**config.mk**
```make
export PLATFORM = sky130hd
export DESIGN_NAME = ifft_addr_gen
export DESIGN_NICKNAME = d
export VERILOG_FILES = /design/src/rtl/ifft_addr_gen.sv
export SDC_FILE = /design/constraint.sdc
export NUM_CORES = 1
export LEC_CHECK = 0
export ABC_CLOCK_PERIOD_IN_PS = 2800
export CORE_MARGIN = 4
export CORE_UTILIZATION = 51
export CTS_BUF_LIST = sky130_fd_sc_hd__clkbuf_4
export CTS_CLUSTER_DIAMETER = 40
export DETAILED_ROUTE_END_ITERATION = 12
export PLACE_DENSITY = 0.77
export SLEW_MARGIN = 10
export SYNTH_ARGS = -nofsm -noshare
export SYNTH_HDL_FRONTEND = slang
export SYNTH_SLANG_ARGS = --single-unit
```
**constraint.sdc**
```tcl
create_clock -name clk -period 2.8 [get_ports clk]
set_input_delay 0.42 -clock clk [delete_from_list [all_inputs] [get_ports clk]]
set_output_delay 0.42 -clock clk [all_outputs]
set_load 0.005 [all_outputs]
```
**src/rtl/ifft_addr_gen.sv**
```systemverilog
// ifft_addr_gen: LOAD / COMPUTE / UNLOAD sequencer and address generator for a
// 16-point radix-2 DIT IFFT memory; every output comes straight from a flop.
module ifft_addr_gen #(
  parameter int BF_LAT = 2
) (
  input  logic       clk,
  input  logic       rst_n,
  input  logic       start,
  input  logic       in_valid,
  input  logic       out_ready,
  output logic [3:0] load_addr,
  output logic [3:0] bfly_addr_a,
  output logic [3:0] bfly_addr_b,
  output logic [2:0] tw_addr,
  output logic       addr_sel,
  output logic [1:0] stage,
  output logic       wr_en,
  output logic       bf_en,
  output logic       rd_en,
  output logic       busy,
  output logic       done
);
  localparam logic [2:0] IDLE   = 3'd0;
  localparam logic [2:0] LOAD   = 3'd1;
  localparam logic [2:0] COMP   = 3'd2;
  localparam logic [2:0] FLUSH  = 3'd3;
  localparam logic [2:0] UNLOAD = 3'd4;
  localparam logic [2:0] DONE   = 3'd5;

  logic [2:0] state_q, state_d;
  logic [3:0] i_q, i_d, j_q, j_d;
  logic [2:0] k_q, k_d, f_q, f_d;
  logic [1:0] s_q, s_d;
  logic [3:0] load_addr_q, load_addr_d, a_q, a_d, b_q, b_d;
  logic [2:0] tw_q, tw_d;
  logic [1:0] stage_q, stage_d;
  logic       sel_q, sel_d, wr_q, wr_d, bf_q, bf_d, rd_q, rd_d, busy_q, busy_d, done_q, done_d;

  logic [3:0] span, a_c;
  logic [2:0] pos, grp, tw_c;

  // butterfly geometry for stage s, butterfly k
  assign span = 4'd1 << s_q;
  assign pos  = k_q & 3'(span - 4'd1);
  assign grp  = k_q >> s_q;
  assign a_c  = ({grp, 1'b0} << s_q) + {1'b0, pos};
  assign tw_c = pos << (2'd3 - s_q);

  always_comb begin
    state_d     = state_q;
    i_d         = i_q;
    j_d         = j_q;
    k_d         = k_q;
    f_d         = f_q;
    s_d         = s_q;
    load_addr_d = load_addr_q;
    a_d         = a_q;
    b_d         = b_q;
    tw_d        = tw_q;
    stage_d     = stage_q;
    sel_d       = sel_q;
    wr_d        = 1'b0;
    bf_d        = 1'b0;
    rd_d        = 1'b0;
    done_d      = 1'b0;
    case (state_q)
      IDLE: begin
        // done_q marks the pulse cycle, in which a new start is not honoured
        if (start && !done_q) begin
          state_d = LOAD;
          i_d     = '0;
          j_d     = '0;
          k_d     = '0;
          f_d     = '0;
          s_d     = '0;
          sel_d   = 1'b0;
        end
      end
      LOAD: begin
        sel_d = 1'b0;
        if (in_valid) begin
          wr_d        = 1'b1;
          load_addr_d = {i_q[0], i_q[1], i_q[2], i_q[3]};
          i_d         = i_q + 4'd1;
          state_d     = (i_q == 4'd15) ? COMP : LOAD;
        end
      end
      COMP: begin
        sel_d   = 1'b1;
        bf_d    = 1'b1;
        a_d     = a_c;
        b_d     = a_c + span;
        tw_d    = tw_c;
        stage_d = s_q;
        k_d     = k_q + 3'd1;
        f_d     = '0;
        if (k_q == 3'd7) begin
          state_d = (BF_LAT != 0) ? FLUSH : (s_q == 2'd3) ? UNLOAD : COMP;
          s_d     = (BF_LAT != 0) ? s_q : s_q + 2'd1;
        end
      end
      FLUSH: begin
        f_d = f_q + 3'd1;
        if (f_q == 3'(BF_LAT - 1)) begin
          state_d = (s_q == 2'd3) ? UNLOAD : COMP;
          s_d     = s_q + 2'd1;
        end
      end
      UNLOAD: begin
        sel_d = 1'b1;
        tw_d  = '0;
        if (out_ready) begin
          rd_d    = 1'b1;
          a_d     = j_q;
          j_d     = j_q + 4'd1;
          state_d = (j_q == 4'd15) ? DONE : UNLOAD;
        end
      end
      DONE: begin
        done_d  = 1'b1;
        sel_d   = 1'b0;
        state_d = IDLE;
      end
      default: state_d = IDLE;
    endcase
    busy_d = (state_d != IDLE);
  end

  always_ff @(posedge clk or negedge rst_n) begin
    if (!rst_n) begin
      state_q     <= IDLE;
      i_q         <= '0;
      j_q         <= '0;
      k_q         <= '0;
      f_q         <= '0;
      s_q         <= '0;
      load_addr_q <= '0;
      a_q         <= '0;
      b_q         <= '0;
      tw_q        <= '0;
      stage_q     <= '0;
      sel_q       <= 1'b0;
      wr_q        <= 1'b0;
      bf_q        <= 1'b0;
      rd_q        <= 1'b0;
      busy_q      <= 1'b0;
      done_q      <= 1'b0;
    end else begin
      state_q     <= state_d;
      i_q         <= i_d;
      j_q         <= j_d;
      k_q         <= k_d;
      f_q         <= f_d;
      s_q         <= s_d;
      load_addr_q <= load_addr_d;
      a_q         <= a_d;
      b_q         <= b_d;
      tw_q        <= tw_d;
      stage_q     <= stage_d;
      sel_q       <= sel_d;
      wr_q        <= wr_d;
      bf_q        <= bf_d;
      rd_q        <= rd_d;
      busy_q      <= busy_d;
      done_q      <= done_d;
    end
  end

  assign load_addr   = load_addr_q;
  assign bfly_addr_a = a_q;
  assign bfly_addr_b = b_q;
  assign tw_addr     = tw_q;
  assign addr_sel    = sel_q;
  assign stage       = stage_q;
  assign wr_en       = wr_q;
  assign bf_en       = bf_q;
  assign rd_en       = rd_q;
  assign busy        = busy_q;
  assign done        = done_q;
endmodule

```
==> results.ini, run 1 <==
[floorplanning]
ioPinCount=28
start_util_pct=53.3
placementRows=23
dieArea_mm2=0.00535
core_area_mm2=0.00406
die_width_um=73.2
dieHeight_um=73.2

[grt]
grt_overflow=0
grt_max_degree=43
antenna_found_initial=0
grt_pass1_wl_mm=7.10
track_usage_pct=17.3
first_global_vias=1527

[clocking]
htree_levels=2
clkLatencyLatePin_ns=0.34
path_clk_slew_ns=0.12
hold_buffers=0
cts_tree=done
tritoncts.num_buffers=5
cts_root_buf=clkbuf_4
clock_tree.buffer_depth=2
clock-sinks=42

[pwr]
leakagePower_nw=1.23
max-vdd-ir-drop_uv=526
powerDensity_mw_per_mm2=595

[timing]
rsz0062_at_grt=false
drv_slew=0
max_slew_margin_pct=39.1
postLayoutSetupSlackWorst_ns=0.198
finalHoldViolCount=0
fin_crit_ns=2.60
fin_tns_setup_ns=0
setup_viol=0
worstMarginPinSlew_ns=0.913
fmax_ghz=0.384
fin_crit_sh_pct=92.9
finClkSkew_ns=0.00678
timing.hold.ws_ns=0.193

[placement]
pre_cts_slack_ns=0.0186
place.gp.congestion=0.805
hpwl_mm=2.95
placed_area_mm2=0.00249
placed_cells=282
port_buffers=27

[setup_path]
crit_fanout=3
critPathCaptureType=flip-flop
worstSetupStartpointType=flip-flop
r2r_start=s_q[0]
worstPathRequired_ns=3.01
timing.rr.end=bfly_addr_b[3]
crit_arrival_ns=2.82
r2r_setup_slack_ns=0.20
worstSetupPathType=reg2reg
ff2ff_path_depth=14

[flow_run]
cap_violations=0

[route]
firstDrtPassIters=4
routed_wl_mm=4.18
vias_per_cell=5.40
drc=0
ant_nets=0
vias=1567
drtIter0Drc=77
wl_per_cell_um=14.4

[logic_synthesis]
synth_warnings=0
synth_top_cell_by_area=dfrtp_1
avgSynthCellArea_um2=10.5
syn_area_mm2=0.00216
synth_cells=206
synth_edf_count=0
yosys-top-cells-area=dfrtp_1 49%, ha_1 7.5%, nand2_1 5.0%
ys_ff_latch=42
synthFlopType=dfrtp_1
syn_nets=226
yosysMostFrequentCell=dfrtp_1
synth-seq-area-share_pct=48.6
synth_commonest_cells=42 x dfrtp_1, 29 x nand2_1, 14 x o21ai_0, 13 x ha_1, 11 x nor2_1
synth_top_cell_area_share_pct=48.6
ys_types=44
async_flop_share_pct=100

[finish]
drive_gt1_share_pct=15.8
stdcell_count=290
seqCellArea_mm2=0.00105
nFillCells=314
final_area_mm2=0.00261
fin_nets=260
multi_input_area_mm2=0.00109
syn_to_final_growth_pct=20.6
antenna-diode-count=0

[outcome]
outcome=complete, no violations

[min_path]
hold_class=in2async

[layer usage]
metal | wire length [µm] | track usage [%]
met1 | 1940 | 23.1
met2 | 2040 | 27.7
met3 | 144 | 4.13
met4 | 56 | 5.53
met5 | 0 | 0
[placed cells by master, fill, tap and decap left out, drive strengths merged, types with 2 or more instances in the layout]
| master | n |
|---|---|
| a21boi | 2 |
| a21o | 3 |
| a21oi | 6 |
| a22o | 4 |
| and2 | 4 |
| buf | 8 |
| clkbuf | 7 |
| clkdlybuf4s50 | 26 |
| dfrtp | 42 |
| fa | 2 |
| ha | 13 |
| inv | 9 |
| mux2 | 6 |
| mux2i | 4 |
| nand2 | 29 |
| nand2b | 4 |
| nand3 | 7 |
| nand4 | 3 |
| nor2 | 12 |
| nor2b | 3 |
| nor3b | 3 |
| o21ai | 19 |
| or3b | 2 |
| xnor2 | 5 |
| xor2 | 4 |
[final cells by class]
class                      instances  area share [%]
timing repair buffer              34            12.2
clock buffer                       7            2.01
sequential                        42            40.3
tap                               50            2.40
inverter                           9            1.29
multi-input combinational        148            41.8
[report_power, final]
| part | total (W) | switching [W] | internal (W) |
|---|---|---|---|
| Combinational | 0.000465 | 0.000213 | 0.000252 |
| Clock | 0.000292 | 0.000178 | 0.000114 |
| Sequential | 0.000798 | 0.0000963 | 0.000701 |
[registers in the layout (all words and copies together) (netlist names), 2 cells and up]
| name | cells |
|---|---|
| i_q | 4 |
| bfly_addr_a | 4 |
| bfly_addr_b | 4 |
| s_q | 2 |
| tw_addr | 3 |
| state_q | 3 |
| k_q | 3 |
| load_addr | 4 |
| f_q | 3 |
| j_q | 4 |
| stage | 2 |
[worst max-delay path, stage by stage, from the launching register on]
cell and delay, ns:
dfrtp_2 0.45, inv_2 0.10, ha_4 0.16, xnor2_2 0.12, nand2_1 0.09, inv_1 0.06, ha_1 0.13, inv_1 0.05
fa_1 0.47, inv_1 0.07, ha_4 0.22, a21oi_2 0.16, xnor2_2 0.14, xnor2_1 0.16, o21ai_0 0.10
[kinds of logic (layout without fill, tap and decap cells)]
kind of cell	after synthesis	count (layout)	synth area share, %
AO/OA/AOI/OAI	40	40	11.7
XOR/XNOR	9	9	3.64
adder cells (fa/ha/maj)	15	15	9.36
buffers and inverters	16	50	3.58
flip-flops	42	42	48.6
multiplexers	10	10	5.14
other	1	1	0.173
AND/OR/NAND/NOR	73	73	17.9
[through the flow]
| stage | util (%) | power, W |
|---|---|---|
| floorplan | - | 0.00110 |
| global placement | 61.5 | 0.00127 |
| detailed placement | 61.5 | 0.00128 |
| CTS | 62.9 | 0.00158 |
| global route | 64.4 | 0.00167 |
| finish | 64.4 | 0.00155 |
[worst max path at each step]
stage	startpoint	endpoint	slack, ns	cells after the start
after floorplan	s_q[0]	bfly_addr_b[3]	0.06	15
after global placement	s_q[0]	bfly_addr_b[3]	0.17	14
after detailed placement	s_q[0]	bfly_addr_b[3]	0.02	14
after CTS	s_q[1]	bfly_addr_b[3]	0.01	14
after global routing	s_q[0]	bfly_addr_b[3]	0.09	14
final	s_q[0]	bfly_addr_b[3]	0.20	14
[repair_timing]
item / 4_1_cts / 5_1_grt
endpoints found under the hold margin: 0 / 0
gates cloned: 0 / 0
pin swaps: 0 / 1
setup endpoints to repair: 1 / 1
gates resized for setup: 0 / 11
setup buffers: 1 / 0
No activity file was read; power rests on OpenSTA's default activity.
==> run 2, diff against run 1 <==
--- a/config.mk
+++ b/config.mk
@@ -6,11 +6,13 @@
 export NUM_CORES = 1
 export LEC_CHECK = 0
 export ABC_CLOCK_PERIOD_IN_PS = 2800
+export CORE_ASPECT_RATIO = 2
 export CORE_MARGIN = 4
 export CORE_UTILIZATION = 51
 export CTS_BUF_LIST = sky130_fd_sc_hd__clkbuf_4
 export CTS_CLUSTER_DIAMETER = 40
 export DETAILED_ROUTE_END_ITERATION = 12
+export GPL_TIMING_DRIVEN = 0
 export PLACE_DENSITY = 0.77
 export SLEW_MARGIN = 10
 export SYNTH_ARGS = -nofsm -noshare
==> results.ini, run 2 (synthesis results as in run 1) <==
[grt]
grt_pass1_wl_mm=7.38  ; +3.9%
grt_max_degree=29  ; -33%
track_usage_pct=18.6  ; +1.3 points
antenna_found_initial=0  ; unchanged
grt_overflow=0  ; unchanged
first_global_vias=1580  ; +3.5%

[finish]
syn_to_final_growth_pct=23.5
seqCellArea_mm2=0.00105  ; unchanged
fin_nets=267  ; +2.7%
antenna-diode-count=0  ; unchanged
final_area_mm2=0.00267  ; +2.3%
final_common_cell=dfrtp_1
drive_gt1_share_pct=16.5  ; +0.70 points
multi_input_area_mm2=0.00108  ; -0.69%
nFillCells=316  ; +0.64%
final_cell_mix=41 x dfrtp_1, 29 x nand2_1, 26 x clkdlybuf4s50_1, 14 x o21ai_0, 11 x nor2_1

[pwr]
p_int_w=0.00108  ; +0.94%
seq_power_share_pct=48.7  ; -2.6 points
powerDensity_mw_per_mm2=597  ; +0.32%
p_clk_share_pct=18.8  ; about the same
power_frac_comb_pct=32.5  ; +2.6 points
max-vdd-ir-drop_uv=463  ; -12%
switching_power_w=0.000519  ; +6.5%
leakagePower_nw=1.26  ; +2.5%
swShare_pct=32.5  ; +1.2 points

[timing]
drv_slew=0  ; unchanged
fmax_ghz=0.370  ; -3.6%
fin_crit_sh_pct=96.4  ; +3.5 points
finClkSkew_ns=0.00416  ; -0.00262 ns
fin_tns_setup_ns=0  ; unchanged
fin_crit_ns=2.70  ; +0.0980 ns
setup_viol=0  ; unchanged
finalHoldViolCount=0  ; unchanged

[setup_path]
crit_arrival_ns=2.94  ; +0.12 ns
critPathCaptureType=flip-flop
worstSetupStartpointType=flip-flop
worstSetupPathType=reg2reg
setup.worst_path.start=s_q[1]
worstPathRequired_ns=3.04  ; +0.03 ns
timing.rr.end=bfly_addr_b[3]
endpoint=bfly_addr_b[3]
r2r_setup_slack_ns=0.1  ; -0.10 ns
crit_fanout=5  ; +2
r2r_start=s_q[1]
ff2ff_path_depth=14  ; unchanged

[route]
vias=1609  ; +2.7%
drtIter0Drc=28  ; -64%
ant_nets=0  ; unchanged
routed_wl_mm=4.33  ; +3.5%
vias_per_cell=5.36  ; -0.74%
wl_per_cell_um=14.4  ; about the same
firstDrtPassIters=4  ; unchanged
drc=0  ; unchanged

[floorplanning]
dieArea_mm2=0.00541  ; +1.2%
core_area_mm2=0.00409  ; +0.74%
start_util_pct=53.0  ; -0.39 points
die_width_um=54.1  ; -26%
placementRows=33  ; +43%
ioPinCount=28  ; unchanged
dieHeight_um=100  ; +37%

[min_path]
hold_class=in2async

[clocking]
tritoncts.num_buffers=5  ; unchanged
htree_levels=2  ; unchanged
clkLatencyLatePin_ns=0.35  ; about the same
cts_root_buf=clkbuf_4
path_clk_slew_ns=0.12  ; about the same
cts_tree=done
clock-sinks=42  ; unchanged
clock_tree.buffer_depth=2  ; unchanged

[placement]
place.gp.congestion=0.836  ; +3.9%
placed_area_mm2=0.00252  ; +0.90%
port_buffers=27  ; unchanged
hpwl_mm=3.27  ; +11%

[flow_run]
cap_violations=0  ; unchanged

[outcome]
outcome=complete, no violations

-- run 2: cell types whose count changed in the layout (fill, tap and decap cells not counted), sizes merged --
cell / previous run / this run
clkinv: 0 / 2
buf: 8 / 12
clkbuf: 7 / 8
dlygate4sd3: 0 / 1
-- run 2: layer usage --
layer  wire (µm)  global-route usage [%]  up-vias
li1            -                       -      788
met3         127                    3.86       13
met2        2410                    31.5       35
met4         170                    9.98        0
met5           0                       0        -
met1        1620                    20.9      773
-- run 2: power groups by stage --
stage / clock network [W] / logic, W / registers, W
5_1_grt: 0.000339 / 0.000577 / 0.000793
4_1_cts: 0.000312 / 0.000523 / 0.000778
2_1_floorplan: 0 / 0.000325 / 0.000780
3_3_place_gp: 0 / 0.000509 / 0.000787
3_5_place_dp: 0 / 0.000520 / 0.000789
6_report: 0.000300 / 0.000519 / 0.000777
-- run 2: worst min-delay path by stage --
stage | startpoint | endpoint | slack, ns | depth (start not counted)
3_3_place_gp | f_q[2] | f_q[2] | 0.46 | 1
4_1_cts | rst_n | rd_en | 0.49 | 2
2_1_floorplan | rst_n | addr_sel | 0.12 | 0
6_report | rst_n | done | 0.49 | 2
5_1_grt | rst_n | rd_en | 0.51 | 2
3_5_place_dp | rst_n | addr_sel | 0.35 | 1
-- run 2: layout make-up --
type / instances / area share (%)
plain buffers: 7 / 1.78
clock buffers: 6 / 1.69
clock inverters: 2 / 0.328
inverters: 9 / 1.36
multi-input cells: 148 / 40.6
flip-flops and latches: 42 / 39.4
well taps: 52 / 2.43
repair buffers: 34 / 12.5
-- run 2: critical path, stage by stage, from the launching register on --
cell     delay, ns
dfrtp_2       0.47
inv_2         0.14
ha_4          0.19
xnor2_2       0.14
nand2_1       0.09
inv_1         0.07
ha_1          0.14
inv_1         0.05
fa_1          0.48
inv_1         0.07
ha_4          0.23
a21oi_2       0.14
xnor2_1       0.15
xnor2_1       0.14
o21ai_0       0.08
-- run 2: per-stage QoR --
step / std cells / hold WS [ns] / util (%) / worst slack, ns / total power (W)
2_1_floorplan: 206 / 0.124 / - / 0.0615 / 0.00110
3_3_place_gp: 285 / 0.462 / 61.2 / -0.150 / 0.00130
3_5_place_dp: 286 / 0.350 / 61.6 / -0.182 / 0.00131
4_1_cts: 297 / 0.490 / 64.0 / 0.0132 / 0.00161
5_1_grt: 300 / 0.506 / 65.4 / -0.0215 / 0.00171
6_report: 300 / 0.487 / 65.4 / 0.0997 / 0.00160
-- run 2: repair_timing --
| action | 4_1_cts | 5_1_grt |
|---|---|---|
| pin swaps | 1 | 0 |
| endpoints found under the setup margin | 1 | 1 |
| hold buffers | 1 | 0 |
| buffers inserted | 2 | 3 |
| gates resized for setup | 6 | 7 |
| hold endpoints to repair | 14 | 0 |
